### config.mk
export PLATFORM = sky130hd
export DESIGN_NAME = memory_h_reader_flat
export DESIGN_NICKNAME = d
export VERILOG_FILES = /design/src/rtl/memory_h_reader_if.sv /design/src/rtl/memory_h_reader.sv /design/src/flat_wrapper.sv
export SDC_FILE = /design/constraint.sdc
export NUM_CORES = 2
export LEC_CHECK = 0
export ABC_AREA = 0
export BUFFER_PORTS_ARGS = -buffer_cell sky130_fd_sc_hd__buf_4
export CORE_AREA = 2 2 685 687
export DETAILED_ROUTE_END_ITERATION = 10
export DIE_AREA = 0 0 687 689
export GPL_TIMING_DRIVEN = 0
export RECOVER_POWER = 25
export SLEW_MARGIN = 30
export SYNTH_ARGS = -nofsm -noshare
export SYNTH_HDL_FRONTEND = slang
export SYNTH_SLANG_ARGS = --single-unit
export TNS_END_PERCENT = 10
### constraint.sdc
create_clock -name clk -period 59.6 [get_ports clk]
set_clock_uncertainty 0.1 [all_clocks]
set_input_delay 5.96 -clock clk [delete_from_list [all_inputs] [get_ports clk]]
set_output_delay 5.96 -clock clk [all_outputs]
set_load 0.01 [all_outputs]
### src/rtl/memory_h_reader_if.sv
// memory_h_reader_if
//   Bundles the hidden-state memory read port and the element stream of the
//   BPTT h-reader.
//   master (reader side): drives rd_addr and the o_* stream; samples mem_i and o_ready.
//   slave  (env side)   : supplies mem_i and o_ready.
//   Signals:
//     rd_addr      9-bit memory read address
//     mem_i        NUM_LSTM*WIDTH read vector, element k at [k*WIDTH +: WIDTH]
//     o_data       streamed element
//     o_valid      beat valid
//     o_ready      beat accepted downstream
//     o_idx        element index within the timestep
//     o_step       timestep tag
//     o_last_elem  last element of the timestep
//     o_last       last beat of the sweep
interface memory_h_reader_if #(
    parameter int WIDTH    = 32,
    parameter int NUM_LSTM = 53,
    parameter int STEP_W   = 4,
    parameter int IDX_W    = 6,
    parameter int ADDR_W   = 9
);
    logic [ADDR_W-1:0]         rd_addr;
    logic [NUM_LSTM*WIDTH-1:0] mem_i;
    logic [WIDTH-1:0]          o_data;
    logic                      o_valid;
    logic                      o_ready;
    logic [IDX_W-1:0]          o_idx;
    logic [STEP_W-1:0]         o_step;
    logic                      o_last_elem;
    logic                      o_last;

    modport master (
        output rd_addr, o_data, o_valid, o_idx, o_step, o_last_elem, o_last,
        input  mem_i, o_ready
    );

    modport slave (
        input  rd_addr, o_data, o_valid, o_idx, o_step, o_last_elem, o_last,
        output mem_i, o_ready
    );
endinterface

### src/rtl/memory_h_reader.sv
// memory_h_reader
//   Read-side sequencer for the per-timestep LSTM hidden-state memory used by
//   the backward pass. Walks timestep slots from TIMESTEP down to the last
//   step, latches each slot's parallel word vector in one LOAD cycle, then
//   streams the elements one per beat over a valid/ready interface.
//   Ports:
//     clk    rising-edge clock
//     rst_n  asynchronous active-low reset
//     start  begin a sweep (sampled in IDLE only)
//     busy   sweep in progress (LOAD/STREAM/DONE)
//     done   one-cycle pulse after the final beat is accepted
//     bus    memory_h_reader_if.master: rd_addr/mem_i memory port + o_* stream
//   Build option:
//     MEMH_RD_H0_EN  when defined, slot 0 (initial h) is also read and streamed
//                    as a final step tagged 0; otherwise the sweep stops at step 1.
module memory_h_reader #(
    parameter int WIDTH    = 32,
    parameter int NUM_LSTM = 53,
    parameter int TIMESTEP = 7,
    parameter int STEP_W   = 4,
    parameter int IDX_W    = 6
) (
    input  logic                clk,
    input  logic                rst_n,
    input  logic                start,
    output logic                busy,
    output logic                done,
    memory_h_reader_if.master   bus
);
    localparam int ADDR_W = 9;

    // Top slot address and per-step stride; stepping down by subtraction
    // keeps a multiplier out of the address path.
    localparam logic [ADDR_W-1:0] ADDR_TOP    = ADDR_W'(TIMESTEP * NUM_LSTM);
    localparam logic [ADDR_W-1:0] ADDR_STRIDE = ADDR_W'(NUM_LSTM);
    localparam logic [STEP_W-1:0] STEP_TOP    = STEP_W'(TIMESTEP);
    localparam logic [IDX_W-1:0]  IDX_LAST    = IDX_W'(NUM_LSTM - 1);

`ifdef MEMH_RD_H0_EN
    localparam logic [STEP_W-1:0] LAST_STEP = STEP_W'(0);
`else
    localparam logic [STEP_W-1:0] LAST_STEP = STEP_W'(1);
`endif

    typedef enum logic [1:0] {IDLE, LOAD, STREAM, DONE} state_t;

    state_t                          state_q;
    logic [NUM_LSTM-1:0][WIDTH-1:0]  buf_q;
    logic [IDX_W-1:0]                idx_q;
    logic [STEP_W-1:0]               step_q;
    logic [IDX_W-1:0]                idx_nxt;
    logic                            hs;

    assign hs      = bus.o_valid && bus.o_ready;
    assign idx_nxt = idx_q + 1'b1;

    assign bus.o_idx  = idx_q;
    assign bus.o_step = step_q;

    // Slot snapshot; only LOAD writes it, so later memory writes cannot leak
    // into the elements of the step being streamed. No reset needed: it is
    // always refilled before it is read.
    always_ff @(posedge clk) begin
        if (state_q == LOAD)
            buf_q <= bus.mem_i;
    end

    always_ff @(posedge clk or negedge rst_n) begin
        if (!rst_n) begin
            state_q         <= IDLE;
            busy            <= 1'b0;
            done            <= 1'b0;
            idx_q           <= '0;
            step_q          <= '0;
            bus.rd_addr     <= '0;
            bus.o_data      <= '0;
            bus.o_valid     <= 1'b0;
            bus.o_last_elem <= 1'b0;
            bus.o_last      <= 1'b0;
        end else begin
            case (state_q)
                IDLE: begin
                    done <= 1'b0;
                    if (start) begin
                        state_q     <= LOAD;
                        step_q      <= STEP_TOP;
                        bus.rd_addr <= ADDR_TOP;
                        busy        <= 1'b1;
                    end
                end

                LOAD: begin
                    // Element 0 comes straight from the memory port; the
                    // buffer takes the whole vector on this same edge.
                    state_q         <= STREAM;
                    idx_q           <= '0;
                    bus.o_valid     <= 1'b1;
                    bus.o_data      <= bus.mem_i[WIDTH-1:0];
                    bus.o_last_elem <= (IDX_LAST == '0);
                    bus.o_last      <= (IDX_LAST == '0) && (step_q == LAST_STEP);
                end

                STREAM: begin
                    if (hs) begin
                        if (idx_q != IDX_LAST) begin
                            idx_q           <= idx_nxt;
                            bus.o_data      <= buf_q[idx_nxt];
                            bus.o_last_elem <= (idx_nxt == IDX_LAST);
                            bus.o_last      <= (idx_nxt == IDX_LAST) && (step_q == LAST_STEP);
                        end else begin
                            bus.o_valid     <= 1'b0;
                            bus.o_last_elem <= 1'b0;
                            bus.o_last      <= 1'b0;
                            if (step_q != LAST_STEP) begin
                                step_q      <= step_q - 1'b1;
                                bus.rd_addr <= bus.rd_addr - ADDR_STRIDE;
                                state_q     <= LOAD;
                            end else begin
                                state_q <= DONE;
                                done    <= 1'b1;
                            end
                        end
                    end
                end

                DONE: begin
                    done    <= 1'b0;
                    busy    <= 1'b0;
                    state_q <= IDLE;
                end

                default: state_q <= IDLE;
            endcase
        end
    end
endmodule

### src/flat_wrapper.sv
// flat-port wrapper written by rule: the top's interface ports become plain ports
module memory_h_reader_flat 
#(
    parameter int WIDTH    = 32,
    parameter int NUM_LSTM = 53,
    parameter int TIMESTEP = 7,
    parameter int STEP_W   = 4,
    parameter int IDX_W    = 6
)
  (clk, rst_n, start, busy, done, bus_rd_addr, bus_o_data, bus_o_valid, bus_o_idx, bus_o_step, bus_o_last_elem, bus_o_last, bus_mem_i, bus_o_ready);
  memory_h_reader_if #(.WIDTH(WIDTH), .NUM_LSTM(NUM_LSTM), .STEP_W(STEP_W), .IDX_W(IDX_W), .ADDR_W(9)) bus_i ();
  input  logic clk;
  input  logic rst_n;
  input  logic start;
  output logic busy;
  output logic done;
  output wire logic [$bits(bus_i.rd_addr)-1:0] bus_rd_addr;
  output wire logic [$bits(bus_i.o_data)-1:0] bus_o_data;
  output wire logic [$bits(bus_i.o_valid)-1:0] bus_o_valid;
  output wire logic [$bits(bus_i.o_idx)-1:0] bus_o_idx;
  output wire logic [$bits(bus_i.o_step)-1:0] bus_o_step;
  output wire logic [$bits(bus_i.o_last_elem)-1:0] bus_o_last_elem;
  output wire logic [$bits(bus_i.o_last)-1:0] bus_o_last;
  input wire logic [$bits(bus_i.mem_i)-1:0] bus_mem_i;
  input wire logic [$bits(bus_i.o_ready)-1:0] bus_o_ready;
  assign bus_rd_addr = bus_i.rd_addr;
  assign bus_o_data = bus_i.o_data;
  assign bus_o_valid = bus_i.o_valid;
  assign bus_o_idx = bus_i.o_idx;
  assign bus_o_step = bus_i.o_step;
  assign bus_o_last_elem = bus_i.o_last_elem;
  assign bus_o_last = bus_i.o_last;
  assign bus_i.mem_i = bus_mem_i;
  assign bus_i.o_ready = bus_o_ready;
  memory_h_reader #(.WIDTH(WIDTH), .NUM_LSTM(NUM_LSTM), .TIMESTEP(TIMESTEP), .STEP_W(STEP_W), .IDX_W(IDX_W)) u_core (.clk(clk), .rst_n(rst_n), .start(start), .busy(busy), .done(done), .bus(bus_i));
endmodule
==> flow_summary.toml <==
[sta]
post-route-period-util = 0.165
setup_viol = 0
finalSetupTns_ns = 0
slew_violations = 974
maxSlewHeadroom = -0.867
worst_slack_ns = 49.77
fmax_mhz = 102
hold_violations = 0
tightestPinTransition_ns = 2.80
rsz0062_at_grt = "false"
min_period_ns = 9.83

[global_routing]
antenna_found_initial = 183
grtUsageMet1 = 0.197
grt_pass1_wl_um = 473000
grt_pass1_vias = 42400
top_usage_layer = "met2"
met2_usage = 0.262
grt-ovfl-total = 0
grt_max_degree = 59
met3_usage = 0.0433
grt_usage = 0.158

[floorplanning]
die_w_um = 687
core.rowCount = 251
start_util = 0.144
ioPinCount = 1756
die_area_um2 = 473000
die_height_um = 689
core_area_um2 = 466000

[cells_and_area]
syn2layout_area_growth_pct = 44.5
final_common_cell = "buf_4"
final.fill_count = 49300
seqCellArea_um2 = 52400
final_util = 0.208
drive_gt1_frac = 0.523
multiInputGateArea_um2 = 14200
design.final.nets = 6833
final_cell_mix = "buf_4 (1,795), edfxtp_1 (1,696), mux4_2 (413)"

[critical_path]
crit_path_frequent_cell = "clkbuf_1"
path_cells = "inv_1, ha_1, clkbuf_1, clkbuf_1, clkbuf_1, clkbuf_1, buf_12, buf_16, buf_16, buf_12, buf_16"
slowest_delay_ns = 1.84
crit_slowest_cell = "clkbuf_1"
critical_path_buf_inv_count = 10
cp-start-kind = "flip-flop"
path_max_fanout = 48
critical_path_arrival_ns = 10.30
cp_top_family = "buffers and inverters"
crit_type = "reg -> reg"
endpoint_kind = "flip-flop"
critical_path_required_ns = 60.08

[power]
ir_drop_v = 0.0000364
p_per_area_nw_per_um2 = 54.7
power.total_mw = 5.30
p_leak_nw = 33.9

[drt]
ant_nets = 0
drc_errors = 0
firstDrtPassIters = 6
wl_per_cell_um = 33.8
drt-initial-drc-count = 5462
wirelength_um = 391000
route.vias.total = 42600
viasPerCell = 3.69

[placement]
finalWeightedCongestion = 0.899
pre_cts_slack_ns = 51.18
hpwl_um = 327000
io_buffers = 1755

[clocking]
cts_setup_buffers = 0
cts_hold_buf = 0
cts.repair.resized = 0
cts_tree = "done"
clk_latency_ns = 0.91
cts_made_buffers = 206
clock-sinks = 1754
htreeDepth = 4
clkSlewWorstSetupHoldPaths_ns = 0.06
root_buffer = "clkbuf_16"
clockBufferDepth = 4

[logic_synthesis]
syn_area_um2 = 67100
postSynthRegisterBits = 1754
ys_seq_area_frac = 0.781
synth_area_per_cell_um2 = 22.0
ys_types = 56
syn-num-nets = 4757
async_flop_share = 0.0331
synth_edf_count = 1696
ys_warn_count = 0
synthCells = 3047
synth-main-ff-cell = "edfxtp_1"

[outcome]
violations = "capacitance limit, slew limit"
status = "complete, but fails checks"

[min_path]
hold_path_class = "reg -> reg"

[job]
max_cap_violations = 25
[Yosys cell counts (14+ instances only)]
library cell / count / area (µm²)
o21ai_0: 78 / 390
a22o_1: 116 / 1020
nor2_1: 51 / 191
o22ai_1: 32 / 200
nand2_1: 101 / 379
mux4_2: 413 / 9300
a2111oi_0: 27 / 236
edfxtp_1: 1696 / 50900
a21oi_1: 70 / 350
clkbuf_1: 84 / 315
mux2i_1: 44 / 440
buf_2: 52 / 260
a31oi_1: 33 / 206
dfrtp_1: 58 / 1450
buf_6: 14 / 158
nand3_1: 16 / 80.1
and3_1: 36 / 225
[layout make-up]
type / count / share of cell area
Multi-Input combinational cell: 1106 / 0.146
Antenna cell: 54 / 0.00139
Buffer: 174 / 0.00984
Clock inverter: 147 / 0.0151
Inverter: 13 / 0.000504
Sequential cell: 1754 / 0.541
Timing Repair Buffer: 1868 / 0.152
Tap cell: 6198 / 0.0800
Clock buffer: 233 / 0.0545
[cells by family (layout without fill, tap and decap cells)]
| family | count (synthesis) | in the layout | synth area share |
|---|---|---|---|
| flops | 1754 | 1754 | 0.781 |
| compound gates | 388 | 388 | 0.0399 |
| other cells | 0 | 54 | 0 |
| fa+ha+maj | 10 | 10 | 0.00187 |
| simple gates | 237 | 237 | 0.0164 |
| xor+xnor | 13 | 13 | 0.00181 |
| mux | 458 | 458 | 0.145 |
| buf+inv | 187 | 2435 | 0.0137 |
[worst paths after layout]
kind | depth (start not counted) | endpoint | from | slack [ns]
worst max-delay path | 11 | u_core.buf_q[966] | u_core.state_q[1] | 49.77
worst min-delay path | 2 | u_core.bus.o_last | u_core.bus.o_last | 0.41
worst max register to register | 11 | u_core.buf_q[966] | u_core.state_q[1] | 49.77
worst min register to register | 2 | u_core.bus.o_last | u_core.bus.o_last | 0.41
max in group asynchronous | 1 | u_core.bus.o_data[1] | rst_n | 53.69
min in group asynchronous | 1 | u_core.bus.rd_addr[8] | rst_n | 5.00
[layer usage]
metal / share of wire / up-vias
met4: 0.037 / 46
met3: 0.095 / 540
met2: 0.48 / 2585
met5: 0.00082 / -
met1: 0.39 / 22200
li1: - / 17200
[worst register-to-register path, stage by stage, from the launching register on]
cell	delay, ns
dfrtp_1	0.43
inv_1	0.10
ha_1	1.28
clkbuf_1	1.16
clkbuf_1	1.49
clkbuf_1	1.88
clkbuf_1	1.56
buf_12	0.32
buf_16	0.28
buf_16	0.30
buf_12	0.29
buf_16	0.29
[registers in the layout, indices dropped and copies added (netlist names)]
signal	cells
u_core.buf_q	1696
u_core.bus.o_data	32
u_core.bus.o_idx	6
u_core.bus.o_last	1
u_core.bus.o_last_elem	1
u_core.bus.o_step	4
u_core.bus.o_valid	1
u_core.bus.rd_addr	9
u_core.busy	1
u_core.done	1
u_core.state_q	2
[through the flow]
stage               hold WS, ns  area (µm²)  cells
CTS                       0.399       97300  11500
detailed placement        0.379       90500  11100
floorplan                 0.400       67100   3047
global route              0.424       96800  11500
finish                    0.413       96900  11500
global placement          0.381       88000  11000
[report_power, final]
group / leakage [nW] / internal (mW) / switching [mW]
Clock: 3.31 / 0.720 / 0.579
Sequential: 16.5 / 1.83 / 0.152
Combinational: 14.0 / 0.688 / 1.33
Total: 33.9 / 3.24 / 2.06
Power figures use the tool's default switching activity.
